[src/rtl/mem_stage_pkg.sv]
// Shared definitions for the memory-access stage: bus widths, FSM state
// encodings and the default abort timeout.
package mem_stage_pkg;

  localparam int DataBusWidth         = 32;
  localparam int AddrBusWidth         = 32;
  localparam int RegAddrBusWidth      = 5;
  localparam int TimeoutCyclesDefault = 16;

  typedef enum logic [1:0] {
    MemIdle = 2'd0,
    MemWait = 2'd1,
    MemDone = 2'd2
  } mem_state_e;

endpackage

[src/rtl/mem_stage_timeout_counter.sv]
// Counts consecutive WAIT cycles of an outstanding memory access and flags
// the cycle in which the access has waited TIMEOUT_CYCLES cycles.
// Only built when MEM_TIMEOUT_EN is defined.
`ifdef MEM_TIMEOUT_EN
module mem_timeout_counter #(
  parameter int TIMEOUT_CYCLES = 16
) (
  input  logic clk,
  input  logic rst,
  input  logic clear_i,
  input  logic en_i,
  output logic expired_o
);

  localparam int CntW = $clog2(TIMEOUT_CYCLES) + 1;

  logic [CntW-1:0] cnt_q;
  logic [CntW-1:0] cnt_d;

  // Next count: restart whenever the access is not waiting.
  always_comb begin
    cnt_d = cnt_q;
    if (clear_i) begin
      cnt_d = '0;
    end else if (en_i) begin
      cnt_d = cnt_q + 1'b1;
    end
  end

  // Count register with synchronous active-low reset.
  always_ff @(posedge clk) begin
    if (!rst) begin
      cnt_q <= '0;
    end else begin
      cnt_q <= cnt_d;
    end
  end

  // The current WAIT cycle is the last one allowed.
  assign expired_o = en_i && (cnt_q == CntW'(TIMEOUT_CYCLES - 1));

endmodule
`endif

[src/rtl/mem_stage.sv]
// Memory-access stage between EX/MEM and MEM/WB. Issues one registered
// req/ack transaction per load/store, stalls upstream while it is pending and
// hands load data or the ALU result to MEM/WB.
// Optional feature macro: MEM_TIMEOUT_EN (abort a WAIT after TIMEOUT_CYCLES).
module mem_stage
  import mem_stage_pkg::*;
#(
  parameter int TIMEOUT_CYCLES = TimeoutCyclesDefault
) (
  input  logic                       clk,
  input  logic                       rst,
  input  logic [DataBusWidth-1:0]    data_in,
  input  logic                       reg_write_en_in,
  input  logic [RegAddrBusWidth-1:0] reg_addr_in,
  input  logic                       mem_read_flag_in,
  input  logic                       mem_write_flag_in,
  input  logic [AddrBusWidth-1:0]    mem_addr_in,
  input  logic [DataBusWidth-1:0]    mem_write_data_in,
  input  logic                       hilo_write_en_in,
  input  logic [DataBusWidth-1:0]    hi_in,
  input  logic [DataBusWidth-1:0]    lo_in,
  input  logic                       stall_in,
  input  logic [DataBusWidth-1:0]    ram_rdata,
  input  logic                       ram_ack,
  output logic                       ram_req,
  output logic                       ram_we,
  output logic [AddrBusWidth-1:0]    ram_addr,
  output logic [DataBusWidth-1:0]    ram_wdata,
  output logic                       stall_req,
  output logic [DataBusWidth-1:0]    data_out,
  output logic                       reg_write_en_out,
  output logic [RegAddrBusWidth-1:0] reg_addr_out,
  output logic                       hilo_write_en_out,
  output logic [DataBusWidth-1:0]    hi_out,
  output logic [DataBusWidth-1:0]    lo_out,
  output logic                       mem_err_out
);

  mem_state_e                state_q, state_d;
  logic                      req_q, req_d;
  logic                      we_q, we_d;
  logic [AddrBusWidth-1:0]   addr_q, addr_d;
  logic [DataBusWidth-1:0]   wdata_q, wdata_d;
  logic [DataBusWidth-1:0]   load_buf_q, load_buf_d;
  logic                      is_load_q, is_load_d;
  logic                      access;
  logic                      timeout_exp;

  assign access = mem_read_flag_in | mem_write_flag_in;

`ifdef MEM_TIMEOUT_EN
  logic err_q;
  logic err_d;

  mem_timeout_counter #(
    .TIMEOUT_CYCLES(TIMEOUT_CYCLES)
  ) u_timeout (
    .clk      (clk),
    .rst      (rst),
    .clear_i  (state_q != MemWait),
    .en_i     (state_q == MemWait),
    .expired_o(timeout_exp)
  );

  // An ack arriving in the last allowed cycle still completes normally.
  assign err_d = (state_q == MemWait) && !ram_ack && timeout_exp;

  // Abort flag lives for exactly the first DONE cycle after a timeout.
  always_ff @(posedge clk) begin
    if (!rst) begin
      err_q <= 1'b0;
    end else begin
      err_q <= err_d;
    end
  end

  assign mem_err_out = err_q;
`else
  logic [31:0] unused_timeout;
  assign unused_timeout = 32'(TIMEOUT_CYCLES);
  assign timeout_exp    = 1'b0;
  assign mem_err_out    = 1'b0;
`endif

  // Next-state and request-register logic for the IDLE/WAIT/DONE handshake.
  always_comb begin
    state_d    = state_q;
    req_d      = req_q;
    we_d       = we_q;
    addr_d     = addr_q;
    wdata_d    = wdata_q;
    load_buf_d = load_buf_q;
    is_load_d  = is_load_q;
    unique case (state_q)
      MemIdle: begin
        if (access) begin
          req_d     = 1'b1;
          we_d      = mem_write_flag_in & ~mem_read_flag_in;
          addr_d    = mem_addr_in;
          wdata_d   = mem_write_data_in;
          is_load_d = mem_read_flag_in;
          state_d   = MemWait;
        end
      end
      MemWait: begin
        if (ram_ack) begin
          if (is_load_q) begin
            load_buf_d = ram_rdata;
          end
          req_d   = 1'b0;
          we_d    = 1'b0;
          state_d = MemDone;
        end else if (timeout_exp) begin
          req_d      = 1'b0;
          we_d       = 1'b0;
          load_buf_d = '0;
          state_d    = MemDone;
        end
      end
      MemDone: begin
        // Never re-issue from DONE; the held instruction is already complete.
        if (!stall_in) begin
          state_d = MemIdle;
        end
      end
      default: state_d = MemIdle;
    endcase
  end

  // State and memory-port registers, all cleared by synchronous reset.
  always_ff @(posedge clk) begin
    if (!rst) begin
      state_q    <= MemIdle;
      req_q      <= 1'b0;
      we_q       <= 1'b0;
      addr_q     <= '0;
      wdata_q    <= '0;
      load_buf_q <= '0;
      is_load_q  <= 1'b0;
    end else begin
      state_q    <= state_d;
      req_q      <= req_d;
      we_q       <= we_d;
      addr_q     <= addr_d;
      wdata_q    <= wdata_d;
      load_buf_q <= load_buf_d;
      is_load_q  <= is_load_d;
    end
  end

  assign ram_req   = req_q;
  assign ram_we    = we_q;
  assign ram_addr  = addr_q;
  assign ram_wdata = wdata_q;

  // Hold upstream from the issue cycle through the ack cycle; never in reset.
  assign stall_req = rst && (((state_q == MemIdle) && access) || (state_q == MemWait));

  assign data_out = ((state_q == MemDone) && is_load_q) ? load_buf_q : data_in;

  // Stalled or aborted cycles become bubbles in MEM/WB.
  assign reg_write_en_out  = reg_write_en_in  & ~stall_req & ~mem_err_out;
  assign hilo_write_en_out = hilo_write_en_in & ~stall_req & ~mem_err_out;

  assign reg_addr_out = reg_addr_in;
  assign hi_out       = hi_in;
  assign lo_out       = lo_in;

endmodule
[config.mk]
export PLATFORM = sky130hd
export DESIGN_NAME = mem_stage
export DESIGN_NICKNAME = d
export VERILOG_FILES = /design/src/rtl/mem_stage_pkg.sv /design/src/rtl/mem_stage_timeout_counter.sv /design/src/rtl/mem_stage.sv
export SDC_FILE = /design/constraint.sdc
export NUM_CORES = 1
export LEC_CHECK = 0
export ABC_CLOCK_PERIOD_IN_PS = 2200
export CAP_MARGIN = 20
export CORE_AREA = 2 2 148 150
export DETAILED_ROUTE_END_ITERATION = 8
export DIE_AREA = 0 0 150 152
export DONT_BUFFER_PORTS = 1
export PLACE_DENSITY_LB_ADDON = 0.3
export RECOVER_POWER = 100
export SETUP_SLACK_MARGIN = 0.5
export SYNTH_ARGS = -nofsm -noshare
export SYNTH_HDL_FRONTEND = slang
export SYNTH_SLANG_ARGS = --single-unit
[constraint.sdc]
create_clock -name clk -period 2.2 [get_ports clk]
set_input_delay 0.44 -clock clk [delete_from_list [all_inputs] [get_ports clk]]
set_output_delay 0.44 -clock clk [all_outputs]
set_load 0.005 [all_outputs]
==> parameters.txt <==
Parameter                              Value

Synth
  Async SR Flop Fraction    0%
  Post-synthesis cell type count    30
  Post-synthesis sequential area ratio    41.0%
  Post-Synthesis Cells    570
  Register bit count reported by yosys    approximately 100
  Synthesized area    around 4900 um^2
  Share of cell area taken by muxes after synthesis    7.51%
  Synth Area in Simple Gates    13.8%
  Number of warnings printed during yosys synthesis    0
  Share of the synthesized area in compound gates (AO/OA/AOI/OAI)    about 22%
  Net count after synthesis    approximately 780
  Largest family of logic cells by synthesized area    compound AO/OA/AOI/OAI gates
  Post-synthesis share of cell area spent on xor and xnor gates    0%
  Main flop type after synthesis    dfxtp_1
  Mean instance size in the synthesized netlist    8.65 um^2
  Count of flip-flops with a built-in enable after synthesis    0
  Adder-cell share of the synthesized area    0%

Power
  Maximum vdd drop    0.345 mV
  Combinational cell fraction of total power    10.9%
  Net load switching power    1.05 mW
  Relative contribution of sequential cells to total power    about 50%
  Int Pwr    3.13 mW
  Leak    1.84 nW
  Clock share of power    a little over 40%
  Ratio of total power to cell area    810 nW/um^2
  Switching share of power    25.2%

STA
  Maximum clock rate    476 MHz
  Final number of setup-violating endpoints    0
  Sum Neg Setup Slack    0 ns
  Tmin final    ~2.1 ns
  Worst clock skew on the final layout    ~0.0072 ns
  Max-slew headroom    a little under half
  Final-report max-slew violation count    0
  Setup repair after global routing missed its margin    true
  Worst slew pin tran    0.803 ns
  Final hold violations    0
  Share of the clock period used by the worst path    95.6%

Clock network
  Longest Clk Path Bufs    2
  CTS Buf Count    9
  Htree depth    3
  Insertion delay to the later sink of the worst-skew pair    around 0.34 ns
  Root cell of the clock tree    clkbuf_16
  Clock tree from TritonCTS    yes
  Post-CTS Hold Fix Bufs    0
  CTS Sinks    101
  Clock-pin transition on the worst setup and hold timing paths    0.07 ns

Worst setup path
  Launch instance of the worst register-to-register path    state_q[0]
  Start point of the critical path    state_q[0]
  Critical Path RT    between 1.5 and 2 ns
  Worst setup SP type    register
  Crit Path Category    reg -> out
  Critical path arrival    1.66 ns
  Endpoint kind of the worst setup timing path    output port
  Maximum fanout along the worst path    8

Drt
  DRC violations left    0
  Number of antenna-violating nets in the routed design    0
  Wire length after detailed routing    14.7 mm
  Average detailed-routed wire length per instance    19.2 um
  Number of optimization iterations in the first detailed-route pass    6
  Number of vias in the routed layout    3,654
  Post-DR vias/cell    4.77
  DRT iter0 DRCs    155

Placement
  Last weighted congestion value of the routability-driven placer    about 0.65
  Area of placed instances    roughly 4600 um^2
  Placed insts    738
  I/O Buffers    0
  Final HPWL from detailed placement    9.44 mm

Worst hold path
  Launch instance of the worst min-delay path    ram_rdata[1]
  Min-Delay Path Class    in -> reg

Finish
  Fillers    approximately 2,300
  Layout area overhead    4.70%
  Fin cells    766
  Final net count    687
  Fraction of layout cells with a size suffix above 1    12.8%
  Fin area    around 5200 um^2
  Number of inserted diodes    0

Global routing
  Global-route wire length before repair    21.0 mm
  Antenna violations before repair    0
  Grt total ovfl    0
  Total routing usage reported by global routing    12.1%
  Pin count of the biggest net entering global routing    between 100 and 150
  Via count of the first global-routing pass    3,646

Floorplan
  Boundary Pins    between 300 and 400
  Die extent in x    150 um
  Initial core utilization    23.1%
  Area of the placeable core    21,400 um^2
  Total die area    22,800 um^2
  Std-Cell Rows    54
  Height of the die    152 um

Outcome
  Run status    complete, no violations

Flow run
  Count of max-cap constraint violations    0
[path summary, 6_finish.rpt]
kind               endpoint  slack, ns  cells after the start
min           load_buf_q[1]       0.23                      2
max             data_out[5]        0.1                      5
max reg2reg  load_buf_q[15]       0.30                      7
min reg2reg   load_buf_q[1]       0.46                      2
[Yosys cell counts (all sizes together) (3+ instances only)]
master | count | area, um^2
a21boi | 98 | 736
buf | 93 | 662
clkbuf | 26 | 97.6
dfxtp | 101 | 2020
mux2 | 32 | 360
nand2 | 67 | 254
nand3 | 64 | 320
nor2 | 3 | 16.3
nor2b | 4 | 25.0
o21ai | 66 | 330
[cell families (layout without fill, tap and decap cells)]
logic type / count (synthesis) / count (layout)
compound gates: 167 / 167
buf+inv: 121 / 36
flops: 101 / 101
mux: 33 / 33
simple gates: 147 / 148
other cells: 1 / 1
[power by group through the flow]
stage | Combinational [mW] | Sequential (mW) | Clock (mW)
floorplan | 0.449 | 2.04 | 0
global placement | 0.393 | 2.08 | 0
detailed placement | 0.410 | 2.09 | 0
finish | 0.454 | 2.04 | 1.69
global route | 0.514 | 2.05 | 1.83
CTS | 0.460 | 2.04 | 1.78
[cell usage in the layout (no fill, tap or decap), types with 2 or more instances in the layout]
cell       instances
a21boi_0          97
buf_12             3
buf_4              4
buf_6              2
bufinv_16          2
clkbuf_1           6
clkbuf_16          9
clkbuf_2           2
clkbuf_4           2
dfxtp_1           99
dfxtp_4            2
inv_1              2
mux2_1            10
mux2_4            22
nand2_1           66
nand3_1           64
nor2_4             2
nor2b_1            2
nor2b_4            2
o21ai_0           66
or2_2              2
[sequential cells by signal, indices dropped and copies added (netlist names)]
register    cells
is_load_q       1
load_buf_q     32
ram_addr       32
ram_req         1
ram_wdata      32
ram_we          1
state_q         2
[layer usage]
layer  track usage (%)  up-vias  routed length (um)
met1              12.6     1696                5410
met4              5.44        0                 413
met5                 0        -                   0
li1                  -     1701                   -
met2              20.6      227                7270
met3              5.83       30                1620
[cell type report]
class	count	area (um^2)	area share, %
sequential	101	2030	39.3
timing repair buffer	19	195	3.78
clock inverter	4	73.8	1.43
clock buffer	11	233	4.51
inverter	2	7.51	0.145
multi-input combinational	349	2270	44.0
tap	280	350	6.79
[what timing repair did]
item,in CTS,in global routing
gates resized for setup,45,8
gates cloned,3,1
endpoints found under the setup margin,100,36
pin swaps,1,2
buffers inserted,4,5
[through the flow]
step | utilization, % | setup slack [ns] | total power [mW] | hold slack (ns)
4_1_cts | 24.5 | 0.114 | 4.28 | 0.205
2_1_floorplan | - | 0.506 | 2.49 | 0.431
3_3_place_gp | 21.7 | 0.384 | 2.48 | 0.437
3_5_place_dp | 21.7 | 0.217 | 2.49 | 0.448
5_1_grt | 24.2 | 0.0322 | 4.39 | 0.205
6_report | 24.2 | 0.0976 | 4.18 | 0.229
[critical path, stage by stage (launching register included)]
cell,delay [ns]
dfxtp_4,0.34
and2b_1,0.26
nand2_4,0.09
clkbuf_2,0.15
buf_16,0.16
mux2_4,0.31
No activity file was read; power rests on OpenSTA's default activity.
